===== config.mk =====
export PLATFORM = sky130hd
export DESIGN_NAME = mac_sequencer
export DESIGN_NICKNAME = d
export VERILOG_FILES = /design/src/rtl/mac_sequencer.sv
export SDC_FILE = /design/constraint.sdc
export NUM_CORES = 1
export LEC_CHECK = 0
export BUFFER_PORTS_ARGS = -buffer_cell sky130_fd_sc_hd__clkbuf_2
export CORE_MARGIN = 5
export CORE_UTILIZATION = 48
export CTS_CLUSTER_SIZE = 16
export DETAILED_ROUTE_END_ITERATION = 7
export GPL_TIMING_DRIVEN = 0
export PLACE_DENSITY = 0.9
export SETUP_SLACK_MARGIN = 0.15
export SLEW_MARGIN = 20
export SYNTH_ARGS = -nofsm -noshare
export SYNTH_HDL_FRONTEND = slang
export SYNTH_SLANG_ARGS = --single-unit

===== constraint.sdc =====
create_clock -name clk_i -period 1.9 [get_ports clk_i]
set_input_delay 0.095 -clock clk_i [delete_from_list [all_inputs] [get_ports clk_i]]
set_output_delay 0.095 -clock clk_i [all_outputs]
set_load 0.01 [all_outputs]

===== src/rtl/mac_sequencer.sv =====
// Initiator sequencer for the 16-bit MAC: streams len operand pairs through clear/mul/mac/sat
// instructions and returns the final {protect,result} on a valid/ready port.
module mac_sequencer #(
   parameter int unsigned LAT   = 2,
   parameter int unsigned LEN_W = 8
) (
   input  logic             clk_i,
   input  logic             reset_n,
   input  logic             start_i,
   input  logic             mode_i,
   input  logic             sat_en_i,
   input  logic [LEN_W-1:0] len_i,
   output logic             busy_o,
   input  logic             op_valid_i,
   output logic             op_ready_o,
   input  logic [15:0]      op_a_i,
   input  logic [15:0]      op_b_i,
   output logic [2:0]       mac_instruction_o,
   output logic [15:0]      mac_multiplier_o,
   output logic [15:0]      mac_multiplicand_o,
   output logic             mac_stall_o,
   input  logic [31:0]      mac_result_i,
   input  logic [7:0]       mac_protect_i,
   output logic             res_valid_o,
   input  logic             res_ready_i,
   output logic [31:0]      res_data_o,
   output logic [7:0]       res_guard_o,
   output logic             res_ovf_o
);

   localparam logic [2:0] OpClear = 3'b000;

   typedef enum logic [2:0] {StIdle, StFirst, StAcc, StSat, StDrain, StDone} state_e;

   state_e           state_q, state_d;
   logic             mode_q, mode_d;
   logic             sat_en_q, sat_en_d;
   logic [LEN_W-1:0] cnt_q, cnt_d;
   logic [2:0]       instr_q, instr_d;
   logic [15:0]      mult_q, mult_d;
   logic [15:0]      mcand_q, mcand_d;
   logic             stall_q, stall_d;
   logic [LAT-1:0]   trk_q, trk_d;
   logic             exit_q, exit_d;
   logic [31:0]      data_q, data_d;
   logic [7:0]       guard_q, guard_d;
   logic             mark;

   always_comb begin
      state_d  = state_q;
      mode_d   = mode_q;
      sat_en_d = sat_en_q;
      cnt_d    = cnt_q;
      instr_d  = instr_q;
      mult_d   = mult_q;
      mcand_d  = mcand_q;
      stall_d  = 1'b0;
      data_d   = data_q;
      guard_d  = guard_q;
      mark     = 1'b0;
      unique case (state_q)
         StIdle: begin
            if (start_i) begin
               mode_d   = mode_i;
               sat_en_d = sat_en_i;
               cnt_d    = len_i;
               instr_d  = OpClear;
               if (len_i == '0) begin
                  // Empty job: the clear itself (or the following sat) carries the result.
                  mark    = !sat_en_i;
                  state_d = sat_en_i ? StSat : StDrain;
               end else begin
                  state_d = StFirst;
               end
            end
         end
         StFirst, StAcc: begin
            if (op_valid_i) begin
               instr_d = {mode_q, (state_q == StFirst) ? 2'b01 : 2'b10};
               mult_d  = op_a_i;
               mcand_d = op_b_i;
               cnt_d   = cnt_q - LEN_W'(1);
               if (cnt_q == LEN_W'(1)) begin
                  mark    = !sat_en_q;
                  state_d = sat_en_q ? StSat : StDrain;
               end else begin
                  state_d = StAcc;
               end
            end else begin
               stall_d = 1'b1;
            end
         end
         StSat: begin
            instr_d = {mode_q, 2'b11};
            mark    = 1'b1;
            state_d = StDrain;
         end
         StDrain: begin
            instr_d = OpClear;
            if (exit_q) begin
               data_d  = mac_result_i;
               guard_d = mac_protect_i;
               state_d = StDone;
            end
         end
         StDone: begin
            if (res_ready_i) state_d = StIdle;
         end
         default: state_d = StIdle;
      endcase

      // Marker advances only when the MAC pipeline advances; exit_q flags the cycle its result is
      // on mac_result_i.
      trk_d    = stall_q ? trk_q : (trk_q << 1);
      trk_d[0] = trk_d[0] | mark;
      exit_d   = !stall_q && trk_q[LAT-1];
   end

   always_ff @(posedge clk_i or negedge reset_n) begin
      if (!reset_n) begin
         state_q  <= StIdle;
         mode_q   <= 1'b0;
         sat_en_q <= 1'b0;
         cnt_q    <= '0;
         instr_q  <= OpClear;
         mult_q   <= '0;
         mcand_q  <= '0;
         stall_q  <= 1'b0;
         trk_q    <= '0;
         exit_q   <= 1'b0;
         data_q   <= '0;
         guard_q  <= '0;
      end else begin
         state_q  <= state_d;
         mode_q   <= mode_d;
         sat_en_q <= sat_en_d;
         cnt_q    <= cnt_d;
         instr_q  <= instr_d;
         mult_q   <= mult_d;
         mcand_q  <= mcand_d;
         stall_q  <= stall_d;
         trk_q    <= trk_d;
         exit_q   <= exit_d;
         data_q   <= data_d;
         guard_q  <= guard_d;
      end
   end

   always_comb begin
      if (mode_q) begin
         res_ovf_o = (guard_q[3:0] != {4{data_q[15]}}) || (guard_q[7:4] != {4{data_q[31]}});
      end else begin
         res_ovf_o = guard_q != {8{data_q[31]}};
      end
   end

   assign busy_o             = state_q != StIdle;
   assign op_ready_o         = (state_q == StFirst) || (state_q == StAcc);
   assign res_valid_o        = state_q == StDone;
   assign res_data_o         = data_q;
   assign res_guard_o        = guard_q;
   assign mac_instruction_o  = instr_q;
   assign mac_multiplier_o   = mult_q;
   assign mac_multiplicand_o = mcand_q;
   assign mac_stall_o        = stall_q;

endmodule

==> metrics.txt, run 1 <==
initial cell density of the core=49.5%; Root Buffer Master=clkbuf_8; drt wl/cell=17.8 um; total gr overflow=0; Power Dens Cells=1600 mW/mm^2; DP Worst Slack=-0.0911 ns; skew final=0.0101 ns; layout cells sized above 1=52.1%; area delta synth->final=51.9%; Clock Tree Buf Depth=2; nets@finish=656; clock sink total=92; Leakage=0.00322 uW; crit start category=register; cell area after layout=0.00621 sq mm; htree depth=3; PortBufs=165; drt initial violations=132; Final TNS setup=0 ns; Post-synth top flop=dfrtp_1; Rows=33; Yosys reg bits=92; Max-slew headroom=52.5%; top-area cell type share of the netlist area=56.3%; max-slew violations=0; peak supply drop=728 uV; Worst Path Arrival=1.98 ns; vias in the first global route=3737; Finished Layout Cells=677; Routed Antenna Nets=0; DR pass1 iterations=4; Ports=167; final hold vios=0; Mapped Cells=301; fmax=578 MHz; via count=3470; RSZ-0062 raised after global routing=yes; Synth Area per Inst=13.6 sq um; initial antenna violation count=0; largest area contributor in the netlist=dfrtp_1; CTS tree=built; Die Footprint=0.0105 sq mm; worst min path class=in2reg; Crit path required time=2.15 ns; Total GRT Usage=22.5%; Max Cap Viol=0; Inserted Clock Buffers=9; core region area=0.00826 sq mm; Via density=5.13; die height=102 um; setup ws final=0.169 ns; run status=completed; list of most frequent post-synthesis cells=dfrtp_1 (92), mux2_2 (45), mux2_4 (29), a21oi_1 (16), mux2i_1 (11); crit path kind=reg2reg; dpl cells=571; first-pass GRT wire length=18300 um; Post-DP Area=0.00505 sq mm; Post-synth EDFFs=0; WHS=0.0122 ns; # DRC=0; Total Wirelength=12100 um; Netlist cell types=44; worst skew pair latency=0.34 ns; Seq/Total Area, Yosys=56.3%; Post-Syn Area=0.00409 sq mm; Synth Warn #=0; Routability Congestion=0.863; post-detail-place hpwl=7640 um; n_diodes=0; Clock transition at path regs=0.09 ns; Die Wd=102 um; Slew @ Worst Pin=0.712 ns; Final Critical Period=1.73 ns; most frequent cell after synthesis=dfrtp_1; Final setup violation count=0; Crit. End Element=register; maximum fanout along the worst path=10; Synthesized Nets=390; Async SR Flop Fraction=100%; top cells by area, synth=dfrtp_1 (56%), mux2_2 (12%), mux2_4 (11%), mux2i_1 (2.7%), a21oi_1 (2.0%); largest net degree at the start of global routing=93; Tcrit/Tclk final=91.1%
## through the flow
step,total power (uW),util [%]
after detailed placement,7950,61.2
after floorplan,6350,-
after global placement,7710,61.1
after global routing,10600,75.2
after CTS,9490,73.0
final,9970,75.2
## cell type report
cell class | count | area, sq um
timing repair buffer | 255 | 1700
multi-input combinational | 184 | 1700
clock inverter | 6 | 41.3
tap | 105 | 131
clock buffer | 10 | 128
fill | 514 | 2050
sequential | 92 | 2300
inverter | 10 | 42.5
buffer | 15 | 161
## logic make-up (layout without fill, tap and decap cells)
logic type | Yosys count | after routing | share of synthesized area (%)
mux | 85 | 85 | 25.7
flops | 92 | 92 | 56.3
xor+xnor | 1 | 1 | 0.214
fa+ha+maj | 3 | 3 | 0.857
compound gates | 45 | 45 | 6.89
simple gates | 50 | 50 | 6.64
buf+inv | 25 | 296 | 3.34
## final timing paths
check	from	to	slack (ns)	cells after the start
setup / recovery	state_q[1]	cnt_q[6]	0.17	6
hold / removal	mac_result_i[19]	res_data_o[19]	0.01	2
setup reg to reg	state_q[1]	cnt_q[6]	0.17	6
hold reg to reg	trk_q[1]	exit_q	0.50	1
max in group asynchronous	reset_n	state_q[0]	1.01	2
min in group asynchronous	reset_n	mac_multiplier_o[13]	0.37	2
## worst max-delay path, cell delays in order, from the launching register on
cell and delay (ns):
dfrtp_2 0.45, buf_2 0.20, mux2i_2 0.20, o31a_1 0.29
buf_4 0.15, a21oi_1 0.14, a2bb2oi_1 0.21
## layout by cell type (no fill, tap or decap), types with 3 or more instances in the layout
master and n:
clkbuf_2 163, dfrtp_1 90, dlygate4sd3_1 73, mux2_2 45, mux2_4 29, buf_4 17
a21oi_1 16, nand2_1 10, clkbuf_8 10, inv_1 9, nor2_1 8, mux2i_1 8
o21ai_0 8, buf_6 6, nand3_1 6, and3_1 5, nor4_1 4, nor3_1 4
clkbuf_1 3, buf_2 3, buf_12 3, a211oi_1 3, clkinvlp_4 3
## state kept, by name, indices dropped and copies added, names as in the netlist
name	flops
res_data_o	32
mac_multiplicand_o	16
mac_multiplier_o	16
cnt_q	8
res_guard_o	8
mac_instruction_o	3
state_q	3
trk_q	2
exit_q	1
mac_stall_o	1
mode_q	1
sat_en_q	1
## what timing repair did
action / CTS / global route
hold endpoints to repair: 163 / 1
hold buffers: 72 / 1
setup endpoints to repair: 71 / 87
resized for setup: 14 / 24
pin swaps: 2 / 5
cloned: 0 / 0
buffers inserted: 5 / 12
## power breakdown
part           internal (uW)  switching [uW]  leakage, uW  total, uW
logic                   2870            2400      0.00198       5270
clock network            474             672    0.0000783       1150
registers               2880             665      0.00116       3550
total                   6230            3740      0.00322       9970
## routing by layer
metal	up-vias	wire (um)	track usage (%)
met3	20	805	4.91
li1	1621	-	-
met4	0	172	6.76
met1	1681	4620	26.5
met2	148	6460	41.0
met5	-	0	0
Power figures use the tool's default switching activity.
==> run 2: changes to the inputs <==
==> constraint.sdc (replaced) <==
create_clock -name clk_i -period 1.9 [get_ports clk_i]
set_input_delay 0 -clock clk_i [delete_from_list [all_inputs] [get_ports clk_i]]
set_output_delay 0 -clock clk_i [all_outputs]
set_load 0.01 [all_outputs]
==> metrics.txt, run 2 (synthesis results as in run 1) <==
Clock Tree Buf Depth=2; initial cell density of the core=49.5%; Crit path required time=2.15 ns; peak supply drop=703 uV; Die Wd=102 um; htree depth=3; fmax=573 MHz; WHS=0.0309 ns; vias in the first global route=3794; CTS tree=built; Max Cap Viol=0; initial antenna violation count=0; Total GRT Usage=22.7%; commonest non-fill, non-tap cell in the layout=clkbuf_2; PortBufs=165; Post-DP Area=0.00505 sq mm; run status=completed; Crit. End Element=register; core region area=0.00826 sq mm; crit path kind=reg2reg; layout cells sized above 1=50.1%; Inserted Clock Buffers=9; commonest non-fill, non-tap cells in the layout=clkbuf_2 (165), dfrtp_1 (90), dlygate4sd3_1 (80); drt wl/cell=18.4 um; # DRC=0; Routability Congestion=0.863; fill cell count=512; DR pass1 iterations=4; cell area after layout=0.00627 sq mm; worst min path class=in2reg; area delta synth->final=53.4%; routed length on met3=847 um; total gr overflow=0; skew final=0.0148 ns; Via density=5.21; post-detail-place hpwl=7640 um; via count=3522; drt initial violations=155; Total Wirelength=12400 um; largest net degree at the start of global routing=93; Slew @ Worst Pin=0.719 ns; Final Critical Period=1.74 ns; Power Dens Cells=1590 mW/mm^2; max-slew violations=0; met2 WL=6640 um; Finished Layout Cells=676; CP Cell Sequence=clkbuf_4 > mux2i_4 > o31a_1 > a21oi_1 > a2bb2oi_1; dpl cells=571; Crit-path slowest cell=dfrtp_2; Ports=167; clock sink total=92; Final setup violation count=0; final hold vios=0; Rows=33; Largest register FFs=32; Highest Signal Layer=met4; Core Util, Final=75.9%; Tcrit/Tclk final=91.8%; nets@finish=655; first-pass GRT wire length=18500 um; Clock transition at path regs=0.09 ns; n_diodes=0; maximum fanout along the worst path=10; crit start category=register; Routed Antenna Nets=0; RSZ-0062 raised after global routing=yes; wl on met1=4760 um; Leakage=0.00323 uW; Worst Path Arrival=1.99 ns; Root Buffer Master=clkbuf_8; worst skew pair latency=0.33 ns; Die Footprint=0.0105 sq mm; Max-slew headroom=52.0%; die height=102 um; Critical Path Max Stage Delay=0.46 ns
==> run 2: cell count changes in the layout (fill, tap and decap cells not counted), moves of 2 or more <==
cell           before  now
buf_4              17    6
dlygate4sd3_1      73   80
clkbuf_16           0    3
buf_2               3    1
clkbuf_2          163  165
==> run 2: power by group <==
group	total (uW)	switching (uW)	internal, uW
clock	1160	681	475
combinational	5210	2420	2790
sequential	3580	692	2880
total	9940	3790	6150
==> run 2: final timing paths <==
| path | startpoint | to | slack (ns) | depth (start not counted) |
|---|---|---|---|---|
| worst max-delay path | state_q[1] | cnt_q[6] | 0.16 | 5 |
| worst min-delay path | len_i[2] | cnt_q[2] | 0.03 | 3 |
| worst max register to register | state_q[1] | cnt_q[6] | 0.16 | 5 |
| worst min register to register | trk_q[1] | exit_q | 0.50 | 1 |
| max in group asynchronous | reset_n | state_q[0] | 1.08 | 2 |
| min in group asynchronous | reset_n | mac_multiplier_o[11] | 0.29 | 2 |
==> run 2: final cells by class <==
| cell class | count | area, sq um | area share, % |
|---|---|---|---|
| tap | 105 | 131 | 2.10 |
| clock buffer | 10 | 128 | 2.04 |
| multi-input combinational | 184 | 1700 | 27.2 |
| timing repair buffer | 254 | 1760 | 28.0 |
| clock inverter | 6 | 41.3 | 0.659 |
| buffer | 15 | 160 | 2.55 |
| inverter | 10 | 45.0 | 0.719 |
| sequential | 92 | 2300 | 36.8 |
==> run 2: worst max-delay path, delay by kind of cell, from the launching register on <==
family          cells  cell delay [ns]
compound gates      3             0.76
buf+inv             1             0.21
mux                 1             0.22
flops               1             0.46
==> run 2: per-stage QoR <==
step	setup TNS (ns)	setup WS, ns	total power, uW
floorplan	0	0.243	6350
global placement	-14.44	-0.153	7710
detailed placement	-2.10	-0.0911	7950
CTS	0	0.108	9380
global route	0	0.0622	10500
finish	0	0.156	9940
==> run 2: metal layers <==
metal  up-vias  GRT usage (%)
met1      1715           26.3
met4         0           7.06
met2       168           42.0
met3        17           4.64
met5         -              0
li1       1622              -
==> run 2: what timing repair did <==
action                                 in CTS  in global routing
buffers inserted                            3                  3
pin swaps                                   1                  2
setup endpoints to repair                  71                 83
endpoints found under the hold margin     171                  0
gates resized for setup                    12                 22
hold buffers                               80                  0
gates cloned                                0                  3
==> run 3: changes to the inputs <==
==> constraint.sdc (replaced) <==
create_clock -name clk_i -period 1.9 [get_ports clk_i]
set_input_delay 0 -clock clk_i [delete_from_list [all_inputs] [get_ports clk_i]]
set_output_delay 0 -clock clk_i [all_outputs]
set_load 0.1 [all_outputs]
==> metrics.txt, run 3 (synthesis results as in run 1) <==
run status=completed; RSZ-0062 raised after global routing=yes; Inserted Clock Buffers=9; Crit. End Element=output pin; worst path bufs/invs=2; die height=102 um; core region area=0.00826 sq mm; # DRC=0; first-pass GRT wire length=19100 um; Total Wirelength=12600 um; via count=3596; DR pass1 iterations=4; CTS tree=built; Slew @ Worst Pin=0.737 ns; Largest register FFs=32; fmax=579 MHz; crit path kind=reg2out; clock sink total=92; worst min path class=in2reg; worst skew pair latency=0.35 ns; post-detail-place hpwl=7820 um; Die Footprint=0.0105 sq mm; commonest non-fill, non-tap cell in the layout=clkbuf_2; initial cell density of the core=49.5%; PortBufs=165; max-slew violations=0; vias in the first global route=3868; drt wl/cell=18.4 um; Crit path required time=1.90 ns; Final setup violation count=0; drt initial violations=211; skew final=0.0160 ns; CP Cell Sequence=clkbuf_1 > and3_1 > clkbuf_4; crit start category=register; area delta synth->final=58.3%; fill cell count=481; FF+latch area=0.00231 sq mm; largest net degree at the start of global routing=93; Ports=167; htree depth=3; Crit-path slowest cell=dfrtp_2; Final Critical Period=1.73 ns; Worst Path Arrival=1.73 ns; Rows=33; Root Buffer Master=clkbuf_8; final hold vios=0; cell family with most CP delay=buffers and inverters; Core Util, Final=78.4%; Critical Path Max Stage Delay=0.45 ns; Max Cap Viol=0; layout cells sized above 1=52.2%; commonest non-fill, non-tap cells in the layout=clkbuf_2 (163), dfrtp_1 (86), dlygate4sd3_1 (82); Max-slew headroom=50.9%; WHS=0.0412 ns; Clock Tree Buf Depth=2; maximum fanout along the worst path=10; Die Wd=102 um; Via density=5.25; Routability Congestion=0.861; Total GRT Usage=23.6%; Tcrit/Tclk final=91.0%; Multi-input gate area=0.00173 sq mm; Clock transition at path regs=0.10 ns; nets@finish=663; Routed Antenna Nets=0; total gr overflow=0; initial antenna violation count=1
[run 3: path summary, 6_finish.rpt]
check,from,to,slack [ns],cells after the start
worst max-delay path,state_q[0],res_valid_o,0.17,3
worst min-delay path,len_i[2],cnt_q[2],0.04,3
worst max register to register,state_q[0],mac_multiplicand_o[5],0.17,7
worst min register to register,trk_q[1],exit_q,0.51,1
max in group asynchronous,reset_n,state_q[0],1.06,2
min in group asynchronous,reset_n,cnt_q[5],0.25,2
[run 3: layout make-up]
| class | count | area share [%] |
|---|---|---|
| flip-flops and latches | 92 | 35.7 |
| well taps | 105 | 2.03 |
| inverters | 10 | 0.773 |
| diodes | 1 | 0.0387 |
| repair buffers | 261 | 28.7 |
| clock inverters | 7 | 1.66 |
| multi-input cells | 185 | 26.7 |
| plain buffers | 15 | 2.46 |
| clock buffers | 9 | 1.91 |
[run 3: metrics by stage]
stage / setup TNS (ns) / worst slack [ns] / instances / area [sq um]
floorplan: 0 / 0.193 / 301 / 4110
global placement: -19.28 / -0.330 / 571 / 5060
detailed placement: -7.59 / -0.209 / 571 / 5070
CTS: 0 / 0.0930 / 674 / 6290
global route: 0 / 0.0803 / 685 / 6470
finish: 0 / 0.172 / 685 / 6470
[run 3: routing by layer]
| metal | routed length (um) | global-route usage (%) | vias to the layer above | part of all wire [%] |
|---|---|---|---|---|
| li1 | - | - | 1643 | - |
| met4 | 235 | 7.87 | 0 | 1.9 |
| met1 | 4480 | 26.2 | 1769 | 36 |
| met5 | 0 | 0 | - | 0 |
| met2 | 6940 | 44.5 | 164 | 55 |
| met3 | 929 | 5.26 | 20 | 7.4 |
[run 3: worst reg2reg max path, cell delays in order (launching register included)]
cell and delay (ns):
dfrtp_2 0.47, xnor2_2 0.15, or2_1 0.22, buf_6 0.14
clkinv_8 0.06, nand2_8 0.09, clkbuf_16 0.20, mux2_4 0.29
[run 3: what timing repair did]
item | CTS | global route
gates cloned | 1 | 3
pin swaps | 3 | 3
resized for setup | 26 | 19
endpoints found under the hold margin | 174 | 0
buffers inserted | 4 | 7
hold buffers | 82 | 0
setup endpoints to repair | 79 | 84
Power of run 3 is left out: the tool's default activity adds up to more than one toggle a clock period on the data nets, which glitch-free logic cannot reach.
